$ cat config.mk
export PLATFORM = sky130hd
export DESIGN_NAME = mem_port_arbiter
export DESIGN_NICKNAME = d
export VERILOG_FILES = /design/src/rtl/mem_port_arbiter.sv
export SDC_FILE = /design/constraint.sdc
export NUM_CORES = 1
export LEC_CHECK = 0
export CORE_MARGIN = 2
export CORE_UTILIZATION = 25
export DETAILED_ROUTE_END_ITERATION = 6
export PLACE_DENSITY = 0.78
export SLEW_MARGIN = 5
export SYNTH_ARGS = -nofsm -noshare
export SYNTH_HDL_FRONTEND = slang
export SYNTH_SLANG_ARGS = --single-unit
$ cat constraint.sdc
create_clock -name clk -period 1.5 [get_ports clk]
set_input_delay 0.3 -clock clk [delete_from_list [all_inputs] [get_ports clk]]
set_output_delay 0.3 -clock clk [all_outputs]
set_load 0.05 [all_outputs]
$ cat src/rtl/mem_port_arbiter.sv
// -----------------------------------------------------------------------------
// mem_port_arbiter
//
// Shares one single-port synchronous RAM among NREQ requesters. Requests are
// served in round-robin order starting after the last requester that was
// actually granted. A three-state FSM (IDLE -> ISSUE -> [RDWAIT] -> IDLE)
// sequences the RAM port and returns read data one cycle after the read is
// issued.
//
// Ports
//   clk        : clock, all logic on rising edge
//   rst        : asynchronous, active-high reset
//   req        : per-requester request, held by the requester until gnt
//   we         : per-requester write enable (1 = write, 0 = read)
//   addr       : packed addresses, slice i = addr[i*AW +: AW]
//   wdata      : packed write data, slice i = wdata[i*DW +: DW]
//   gnt        : one-hot pulse, access of requester i issued to RAM
//   rvalid     : one-hot pulse, rdata holds the read result for requester i
//   rdata      : shared read data, zero whenever rvalid is zero
//   busy       : high whenever the FSM is not in IDLE
//   ram_en     : RAM port enable
//   ram_we     : RAM write enable
//   ram_addr   : RAM address
//   ram_wdata  : RAM write data
//   ram_rdata  : RAM read data, valid the cycle after a read is issued
// -----------------------------------------------------------------------------
module mem_port_arbiter #(
   parameter int NREQ = 4,
   parameter int AW   = 8,
   parameter int DW   = 8
) (
   input  logic                 clk,
   input  logic                 rst,
   input  logic [NREQ-1:0]      req,
   input  logic [NREQ-1:0]      we,
   input  logic [NREQ*AW-1:0]   addr,
   input  logic [NREQ*DW-1:0]   wdata,
   output logic [NREQ-1:0]      gnt,
   output logic [NREQ-1:0]      rvalid,
   output logic [DW-1:0]        rdata,
   output logic                 busy,
   output logic                 ram_en,
   output logic                 ram_we,
   output logic [AW-1:0]        ram_addr,
   output logic [DW-1:0]        ram_wdata,
   input  logic [DW-1:0]        ram_rdata
);

   localparam int PW = $clog2(NREQ);

   typedef enum logic [1:0] {
      IDLE   = 2'd0,
      ISSUE  = 2'd1,
      RDWAIT = 2'd2
   } state_t;

   state_t          r_state;
   state_t          w_stateNext;
   logic [PW-1:0]   r_sel;
   logic [PW-1:0]   w_selNext;
   logic [PW-1:0]   r_ptr;
   logic [PW-1:0]   w_ptrNext;
   logic [PW-1:0]   w_winner;
   logic            w_found;
   logic [AW-1:0]   w_addrArr  [NREQ];
   logic [DW-1:0]   w_wdataArr [NREQ];

   // Unpack the flat address/data buses so the selected slice is a plain
   // array lookup by the registered select.
   always_comb begin
      for (int i = 0; i < NREQ; i++) begin
         w_addrArr[i]  = addr[i*AW +: AW];
         w_wdataArr[i] = wdata[i*DW +: DW];
      end
   end

   // Round-robin search: scan ptr+1, ptr+2, ... wrapping, and take the first
   // active request. The last winner therefore has the lowest priority.
   always_comb begin
      logic [PW-1:0] v_idx;
      v_idx    = '0;
      w_winner = '0;
      w_found  = 1'b0;
      for (int k = 1; k <= NREQ; k++) begin
         v_idx = PW'((int'(r_ptr) + k) % NREQ);
         if (!w_found && req[v_idx]) begin
            w_found  = 1'b1;
            w_winner = v_idx;
         end
      end
   end

   // State, select and last-winner pointer registers. Reset leaves the
   // pointer on the highest requester so requester 0 wins first.
   always_ff @(posedge clk or posedge rst) begin
      if (rst) begin
         r_state <= IDLE;
         r_sel   <= '0;
         r_ptr   <= PW'(NREQ - 1);
      end else begin
         r_state <= w_stateNext;
         r_sel   <= w_selNext;
         r_ptr   <= w_ptrNext;
      end
   end

   // Next-state and output decode. RAM strobes come only from the registered
   // state/select; the requester's own req bit is still consulted in ISSUE so
   // a withdrawn request never reaches the RAM and never moves the pointer.
   always_comb begin
      w_stateNext = r_state;
      w_selNext   = r_sel;
      w_ptrNext   = r_ptr;
      gnt         = '0;
      rvalid      = '0;
      rdata       = '0;
      busy        = (r_state != IDLE);
      ram_en      = 1'b0;
      ram_we      = 1'b0;
      ram_addr    = '0;
      ram_wdata   = '0;
      case (r_state)
         IDLE: begin
            if (w_found) begin
               w_selNext   = w_winner;
               w_stateNext = ISSUE;
            end
         end
         ISSUE: begin
            if (req[r_sel]) begin
               ram_en       = 1'b1;
               ram_we       = we[r_sel];
               ram_addr     = w_addrArr[r_sel];
               ram_wdata    = w_wdataArr[r_sel];
               gnt[r_sel]   = 1'b1;
               w_ptrNext    = r_sel;
               w_stateNext  = we[r_sel] ? IDLE : RDWAIT;
            end else begin
               w_stateNext  = IDLE;
            end
         end
         RDWAIT: begin
            rvalid[r_sel] = 1'b1;
            rdata         = ram_rdata;
            w_stateNext   = IDLE;
         end
         default: begin
            w_stateNext = IDLE;
         end
      endcase
   end

endmodule

==> reports/qor.yml, run 1 <==
route:
  wire_per_inst_um: 14.95
  top_layer: "met4"
  wl_met3_um: 335
  viasPerCell: 4.724
  drt-initial-drc-count: 14
  vias: 1351
  drtAntennaViolNets: 0
  wl_um: 4276
  dr.pass1.iters: 4
  route.detailed.drc: 0
  m1WireLength_um: 1436
  wl_met2_um: 2493
sta:
  timing.fmax_ghz: 0.4973
  worst_pin_slew_ns: 0.2206
  finalSetupViolations: 35
  tns_ns: -12.36
  hold_violations: 0
  rsz0062_at_grt: "yes"
  layout_setup_ws_ns: -0.5111
  final-max-slew-violation-count: 0
  fin_crit_sh_pct: 134.1
  skew_ns: 0.001782
  relSlewSlack_pct: 85.28
  finalCriticalPeriod_ns: 2.011
placement:
  dpl.hpwl_um: 3438
  gp_congestion: 0.7813
  io_buffer_count: 116
  placed_area_um2: 2680
  dp_cells: 271
clock_tree:
  cts_tree: "yes"
  holdBufCountCts: 0
  cts_buffers: 3
  cts-htree-levels: 1
  clockBufferDepth: 2
  path_clk_slew_ns: 0.04
  cts_sinks: 6
  clk_root_buffer_cell: "clkbuf_8"
  clock_latency_ns: 0.22
setup_path:
  crit_type: "reg2out"
  crit_required_ns: 1.20
  crit_fanout: 10
  worstPathArrival_ns: 1.71
  end_kind: "primary output"
  critPathLaunchType: "flip-flop"
power:
  peakVddDrop_v: 0.0009250
  cellPowerDensity_nw_per_um2: 1828
  finalPower_uw: 5453
  p_leak_uw: 0.001210
global_route:
  grtUsageTotal_pct: 17.10
  grt.overflow.total: 0
  antenna_found_initial: 0
  grt_max_degree: 15
  grt_pass1_vias: 1290
  grt_pass1_wl_um: 5989
floorplanning:
  io_pins: 117
  rows: 23
  start_util_pct: 25.65
  dieArea_um2: 4600
  die_w_um: 67.83
  fp.dieH_um: 67.83
  core_um2: 3971
layout:
  antenna_cells: 0
  syn2layout_area_growth_pct: 192.9
  final_area_um2: 2983
  drive_above_1_share_pct: 55.93
  final_core_util_pct: 75.11
  final_nets: 320
  instances_no_fill: 286
status:
  violations: "negative setup slack"
  status: "finished with violations"
synth:
  netlist_instances: 99
  ys_types: 28
  syn_nets: 181
  synth_top_cell_by_area: "mux4_2"
  yosysTopAreaCellShare_pct: 39.80
  synth.avg_cell_area_um2: 10.29
  synth.area.top_cells: "mux4_2 (40%), nor2b_1 (12%), dfrtp_1 (9.8%), dfstp_2 (5.2%), and2_1 (4.9%)"
  netlist_area_um2: 1018
  seq_area_frac_synth_pct: 14.99
  ys_ff_latch: 6
  ys_warn_count: 0
flow_run:
  cap_violations: 0
min_path:
  holdCritPathClass: "in2async"
-- critical path, stage by stage, from the launching register on --
cell	delay, ns
dfrtp_2	0.41
buf_4	0.14
buf_12	0.13
mux4_2	0.49
nor2b_2	0.18
buf_12	0.14
-- what timing repair did --
action,CTS,global route
pin swaps,1,5
resized for setup,27,22
endpoints found under the setup margin,36,38
cloned,1,0
setup buffers,0,11
-- state kept, by name, indices dropped and copies added (netlist names) --
register,count
r_ptr,2
r_sel,2
r_state,2
-- path summary, 6_finish.rpt --
check	depth (start not counted)	endpoint	slack, ns	from
max	5	ram_wdata[4]	-0.51	r_sel[0]
min	2	r_state[0]	0.29	rst
max reg2reg	5	r_ptr[0]	-0.27	r_sel[0]
min reg2reg	2	r_sel[1]	0.59	r_ptr[1]
max in group asynchronous	2	r_ptr[1]	0.95	rst
min in group clk	2	r_sel[1]	0.59	r_ptr[1]
-- report_power, final --
| group | switching (uW) | leakage, uW | internal (uW) |
|---|---|---|---|
| combinational | 2170 | 0.00112 | 2620 |
| clock | 67.0 | 0.0000216 | 172 |
| sequential | 153 | 0.0000645 | 278 |
| total | 2390 | 0.00121 | 3070 |
-- per-stage QoR --
stage | worst slack, ns | hold slack (ns)
floorplan | -0.4003 | 0.08951
global placement | -0.5848 | 0.5235
detailed placement | -0.5981 | 0.5345
CTS | -0.5213 | 0.2983
global route | -0.5850 | 0.3394
finish | -0.5111 | 0.2943
-- layer usage --
layer / up-vias / GRT usage (%)
met5: - / 0
met4: 0 / 3.750
li1: 641 / -
met1: 646 / 18.38
met2: 62 / 33.70
met3: 2 / 3.783
-- cell type report --
cell class              count  area, um^2
inverters                   3       11.26
fillers                   267       988.4
clock buffers               3       41.29
repair buffers            142        1742
well taps                  50       62.56
flip-flops and latches      6       157.7
multi-input cells          82       968.4
-- cells by family after synthesis --
group / share of synthesized area, %
simple gates: 29.11
flops: 14.99
mux: 43.98
compound gates: 5.406
buf+inv: 6.511
-- synth_stat cells, drive strengths merged --
master	instances
inv	3
dfrtp	4
mux2i	2
dfstp	2
and3	2
nand2	4
or2	1
nand3	1
buf	7
nor3	2
o221ai	1
o22ai	1
nor2b	19
o221a	1
nand3b	1
mux4	18
and2	8
a21o	1
a31oi	1
a21oi	3
nor2	9
clkbuf	2
mux2	2
nand2b	4
-- cells in the final DEF, fill, tap and decap left out, types with 2 or more instances in the layout --
cell type / instances
clkdlybuf4s50_1: 77
dfrtp_2: 4
nand2b_4: 3
buf_4: 17
buf_12: 34
dfstp_2: 2
a21oi_1: 3
inv_1: 2
nor2_1: 5
mux2_4: 2
nor3_4: 2
nor2_2: 2
buf_8: 4
nor2b_4: 2
clkbuf_8: 3
nand2_1: 4
buf_6: 6
dlygate4sd2_1: 4
nor2b_2: 17
and3_4: 2
and2_4: 8
mux4_2: 18
mux2i_1: 2
nor2_4: 2
(Power assumes the default switching activity.)
==> run 2: changes to the inputs <==
Settings changed: CORE_UTILIZATION 25 to 30, PLACE_DENSITY 0.78 to 0.88.
Clock period 1.5 ns to 2.4 ns, I/O delays scaled along.
==> run 2 against run 1 <==
  * The flow now finishes without violations
  * Worst hold slack better by 0.13 ns
  * Sequential power is 39% lower
  * Clock skew is 0.0059 ns higher
  * Die area is 16% lower
  * Combinational power is 53% lower
  * Clock-buffer cell count is 1 higher
  * Sequential cell count stayed put
  * Via count is 3.9% lower
  * Register-to-register slack better by 0.81 ns
  * Critical path type unchanged
==> reports/qor.yml, run 2 (synthesized netlist as in run 1, its figures left out) <==
status:
  status: "finished, final reports clean"
layout:
  multi_input_area_um2: 804.5  # -17%
  final_cell_mix: "clkdlybuf4s50_1 (78), buf_6 (20), nor2b_1 (19), mux4_2 (18), buf_4 (14)"
  fillCellCount: 259  # -3.0%
  largestRegisters: "r_ptr: 2 flops, r_sel: 2 flops, r_state: 2 flops"
  final_nets: 306  # -4.4%
  ff_latch_area_um2: 152.6  # -3.2%
  antenna_cells: 0  # unchanged
  syn2layout_area_growth_pct: 143.4
  drive_above_1_share_pct: 33.63  # -22 points
  final_area_um2: 2479  # -17%
  final_common_cell: "clkdlybuf4s50_1"
sta:
  final-max-slew-violation-count: 0  # unchanged
  fin_crit_sh_pct: 95.19
  timing.fmax_ghz: 0.4377
  rsz0062_at_grt: "no"
  finalCriticalPeriod_ns: 2.285
  skew_ns: 0.007670  # +0.005889 ns
  worst_pin_slew_ns: 0.4871  # +0.2665 ns
  finalSetupViolations: 0  # -100%
  hold_violations: 0  # unchanged
  relSlewSlack_pct: 67.42  # -18 points
global_route:
  grt.overflow.total: 0  # unchanged
  grt_max_degree: 19  # +4
  antenna_found_initial: 0  # unchanged
  grtUsageTotal_pct: 20.93  # +3.8 points
  grt_pass1_wl_um: 6299  # +5.2%
  grt_pass1_vias: 1352  # +4.8%
power:
  peakVddDrop_v: 0.0006392  # -31%
  cellPowerDensity_nw_per_um2: 1050  # -43%
  finalPower_uw: 2602  # -52%
  p_leak_uw: 0.001046  # -13%
clock_tree:
  cts-htree-levels: 1  # unchanged
  path_clk_slew_ns: 0.05  # about the same
  clk_root_buffer_cell: "clkbuf_4"
  clock_latency_ns: 0.25  # +0.03 ns
  holdBufCountCts: 0  # unchanged
  post-cts-setup-buffer-count: 0  # unchanged
  clockBufferDepth: 2  # unchanged
  cts_tree: "yes"
  cts_buffers: 3  # unchanged
  cts_sinks: 6  # unchanged
floorplanning:
  core_um2: 3311  # -17%
  dieArea_um2: 3877  # -16%
  io_pins: 117  # unchanged
  rows: 21  # -8.7%
  fp.dieH_um: 62.27  # -8.2%
  start_util_pct: 30.76  # +5.1 points
  die_w_um: 62.27  # -8.2%
placement:
  gp_congestion: 0.7668  # -1.9%
  io_buffer_count: 116  # unchanged
  dpl.hpwl_um: 3342  # -2.8%
  placed_area_um2: 2342  # -13%
setup_path:
  worstPathArrival_ns: 1.80  # +0.09 ns
  end_kind: "primary output"
  r2r_slack_ns: 0.54  # +0.81 ns
  worstReg2RegStart: "r_sel[0]"
  crit_required_ns: 1.92  # +0.72 ns
  critical-path-max-stage-delay_ns: 0.58  # +0.09 ns
  cp_top_family: "multiplexers"
  cp.depth: 5  # unchanged
  crit_fanout: 4  # -6
  regToRegEndpoint: "r_ptr[0]"
  reg2reg_depth: 5  # unchanged
  crit_slowest_cell: "mux4_2"
  crit_type: "reg2out"
  path_cells: "mux4_2 > nand3b_4 > inv_2 > and3_1 > buf_6"
  path_buf_inv: 2  # -1
  critPathLaunchType: "flip-flop"
route:
  drt-initial-drc-count: 33  # +19
  wl_um: 4088  # -4.4%
  viasPerCell: 4.825  # +2.1%
  vias: 1298  # -3.9%
  route.detailed.drc: 0  # unchanged
  dr.pass1.iters: 4  # unchanged
  drtAntennaViolNets: 0  # unchanged
  wire_per_inst_um: 15.20  # +1.6%
min_path:
  holdCritPathClass: "in2async"
flow_run:
  cap_violations: 0  # unchanged
## run 2: layer usage
layer	vias to the layer above	global-route usage, %	wire length (um)
li1	617	-	-
met1	617	21.62	1385
met2	58	41.03	2357
met3	6	3.442	265
met4	0	9.167	79
met5	-	0	0
## run 2: metrics by stage
| stage | setup slack (ns) | TNS, ns | utilization (%) | hold WS (ns) | cells |
|---|---|---|---|---|---|
| 2_1_floorplan | 0.09451 | 0 | - | 0.2695 | 99 |
| 3_5_place_dp | -0.01584 | -0.1244 | 70.75 | 0.6025 | 264 |
| 6_report | 0.1154 | 0 | 74.87 | 0.4258 | 269 |
| 3_3_place_gp | 0.00002398 | 0 | 70.75 | 0.5908 | 264 |
| 4_1_cts | -0.004441 | -0.01210 | 73.47 | 0.4282 | 268 |
| 5_1_grt | 0.03204 | 0 | 74.87 | 0.4297 | 269 |
## run 2: power by group
| group | leakage, uW | switching, uW | internal (uW) | total [uW] |
|---|---|---|---|---|
| sequential | 0.0000688 | 97.1 | 166 | 263 |
| combinational | 0.000963 | 1150 | 1080 | 2230 |
| clock | 0.0000150 | 41.8 | 63.3 | 105 |
| total | 0.00105 | 1290 | 1310 | 2600 |
## run 2: layout make-up
class | count | share of cell area (%)
Clock buffer | 4 | 1.060
Multi-Input combinational cell | 81 | 32.46
Tap cell | 46 | 2.322
Sequential cell | 6 | 6.158
Inverter | 3 | 0.4543
Timing Repair Buffer | 129 | 57.55
## run 2: what timing repair did
item	CTS	global route
resized for setup	17	7
cloned	0	1
pin swaps	0	1
endpoints found under the setup margin	20	21
## run 2: how the worst max path moves through the flow
stage / startpoint / endpoint
2_1_floorplan: r_sel[0] / ram_addr[3]
3_3_place_gp: req[3] / gnt[3]
3_5_place_dp: req[3] / gnt[3]
4_1_cts: req[3] / ram_addr[6]
5_1_grt: r_sel[1] / ram_addr[2]
6_report: r_sel[0] / gnt[3]
==> run 3: changes to the inputs <==
Settings changed: CORE_ASPECT_RATIO set to 0.5, GPL_TIMING_DRIVEN set to 1.
==> run 3 against run 2 <==
  * Critical path depth increased by 1
  * Design area decreased by 1.0%
  * Critical endpoint is now ram_addr[5]
  * Sequential power decreased by 2%
==> reports/qor.yml, run 3 (synthesized netlist as in run 1, its figures left out) <==
status:
  status: "finished, final reports clean"
floorplanning:
  io_pins: 117  # unchanged
  fp.dieH_um: 45.20  # -27%
  rows: 14  # -33%
  start_util_pct: 32.66  # +1.9 points
  dieArea_um2: 3905  # +0.73%
  core_um2: 3118  # -5.8%
  die_w_um: 86.40  # +39%
clock_tree:
  cts_buffers: 3  # unchanged
  clk_root_buffer_cell: "clkbuf_8"
  cts_tree: "yes"
  clockBufferDepth: 2  # unchanged
  cts-htree-levels: 1  # unchanged
  clock_latency_ns: 0.23  # -0.02 ns
  cts_sinks: 6  # unchanged
  path_clk_slew_ns: 0.04  # about the same
global_route:
  grt.overflow.total: 0  # unchanged
  antenna_found_initial: 0  # unchanged
  grt_pass1_vias: 1442  # +6.7%
  grt_pass1_wl_um: 7217  # +15%
  grt_max_degree: 22  # +3
  grtUsageTotal_pct: 24.91  # +4.0 points
sta:
  skew_ns: 0.005417  # -0.002253 ns
  timing.fmax_ghz: 0.4224  # -3.5%
  relSlewSlack_pct: 67.10  # -0.32 points
  rsz0062_at_grt: "no"
  finalSetupViolations: 0  # unchanged
  layout_setup_ws_ns: 0.03249  # -0.08289 ns
  finalCriticalPeriod_ns: 2.368  # +0.08289 ns
  hold_violations: 0  # unchanged
  worst_pin_slew_ns: 0.4920  # +0.004831 ns
  fin_crit_sh_pct: 98.65  # +3.5 points
  final-max-slew-violation-count: 0  # unchanged
placement:
  dp_cells: 258  # -2.3%
  gp_congestion: 0.7747  # +1.0%
  pre_cts_slack_ns: -0.03002  # -0.01418 ns
  io_buffer_count: 116  # unchanged
  dpl.hpwl_um: 3872  # +16%
route:
  wire_per_inst_um: 18.20  # +20%
  top_layer: "met4"
  wl_met2_um: 2887  # +22%
  viasPerCell: 4.977  # +3.2%
  route.detailed.drc: 0  # unchanged
  drtAntennaViolNets: 0  # unchanged
  drt-initial-drc-count: 45  # +36%
  wl_met3_um: 122  # -54%
  wl_um: 4824  # +18%
  dr.pass1.iters: 4  # unchanged
  vias: 1319  # +1.6%
  m1WireLength_um: 1725  # +25%
power:
  p_leak_uw: 0.001031  # -1.5%
  finalPower_uw: 2682  # +3.1%
  peakVddDrop_v: 0.0006172  # -3.4%
  cellPowerDensity_nw_per_um2: 1093  # +4.1%
layout:
  largestRegisters: "r_ptr: 2 flops, r_sel: 2 flops, r_state: 2 flops"
  syn2layout_area_growth_pct: 140.9
  drive_above_1_share_pct: 34.67  # +1.0 points
  final_cell_mix: "clkdlybuf4s50_1 (78), buf_4 (28), nor2b_1 (19), mux4_2 (18), buf_12 (12)"
  instances_no_fill: 265  # -1.5%
  final_common_cell: "clkdlybuf4s50_1"
  final_nets: 308  # +0.65%
  antenna_cells: 0  # unchanged
setup_path:
  crit_type: "in2out"
  worstPathArrival_ns: 1.89  # +0.09 ns
  end_kind: "primary output"
  crit_required_ns: 1.92  # about the same
  critPathLaunchType: "primary input"
  crit_fanout: 7  # +3
flow_run:
  cap_violations: 0  # unchanged
min_path:
  holdCritPathClass: "in2async"
run 3: final timing paths:
| kind | startpoint | to | slack, ns | cells past startpoint |
|---|---|---|---|---|
| max in group asynchronous | rst | r_ptr[0] | 1.62 | 2 |
| worst min register to register | r_ptr[1] | r_sel[1] | 0.60 | 2 |
| worst max register to register | r_sel[0] | r_ptr[0] | 0.55 | 6 |
| worst min-delay path | rst | r_state[0] | 0.51 | 2 |
| worst max-delay path | req[0] | ram_addr[5] | 0.03 | 6 |
| min in group clk | r_ptr[1] | r_sel[1] | 0.60 | 2 |
run 3: report_power, final:
part	switching (uW)	total, uW	leakage (uW)	internal [uW]
Sequential	91.3	259	0.0000679	168
Clock	51.4	166	0.0000228	115
Combinational	1170	2260	0.000941	1080
Total	1320	2680	0.00103	1370
run 3: worst max-delay path, cell delays in order:
cell and delay, ns:
dlygate4sd2_1 0.26, mux4_2 0.51, nand3b_4 0.14, bufbuf_16 0.27, nor2b_1 0.04, buf_4 0.18
run 3: routing by layer:
layer / global-route usage (%) / vias up
met5: 0 / -
met2: 50.00 / 38
met3: 4.205 / 10
met4: 10.00 / 0
met1: 26.84 / 650
li1: - / 621
run 3: through the flow:
| step | setup TNS, ns | area [um^2] | utilization (%) | hold slack, ns |
|---|---|---|---|---|
| floorplan | 0 | 1023 | - | 0.2695 |
| global placement | 0 | 2335 | 74.88 | 0.5839 |
| detailed placement | -0.1510 | 2335 | 74.88 | 0.6001 |
| CTS | 0 | 2452 | 78.65 | 0.4878 |
| global route | 0 | 2454 | 78.69 | 0.5222 |
| finish | 0 | 2454 | 78.69 | 0.5065 |
run 3: timing repair:
item | CTS | global route
setup buffers | 2 | 0
endpoints found under the setup margin | 21 | 6
hold buffers | 0 | 0
gates resized for setup | 12 | 1
hold endpoints to repair | 0 | 0
gates cloned | 1 | 0
run 3: layout make-up:
cell class	count	area [um^2]
flip-flops and latches	6	153.9
multi-input cells	81	804.5
inverters	3	11.26
clock buffers	4	45.04
well taps	40	50.05
repair buffers	131	1389
fillers	190	664.4
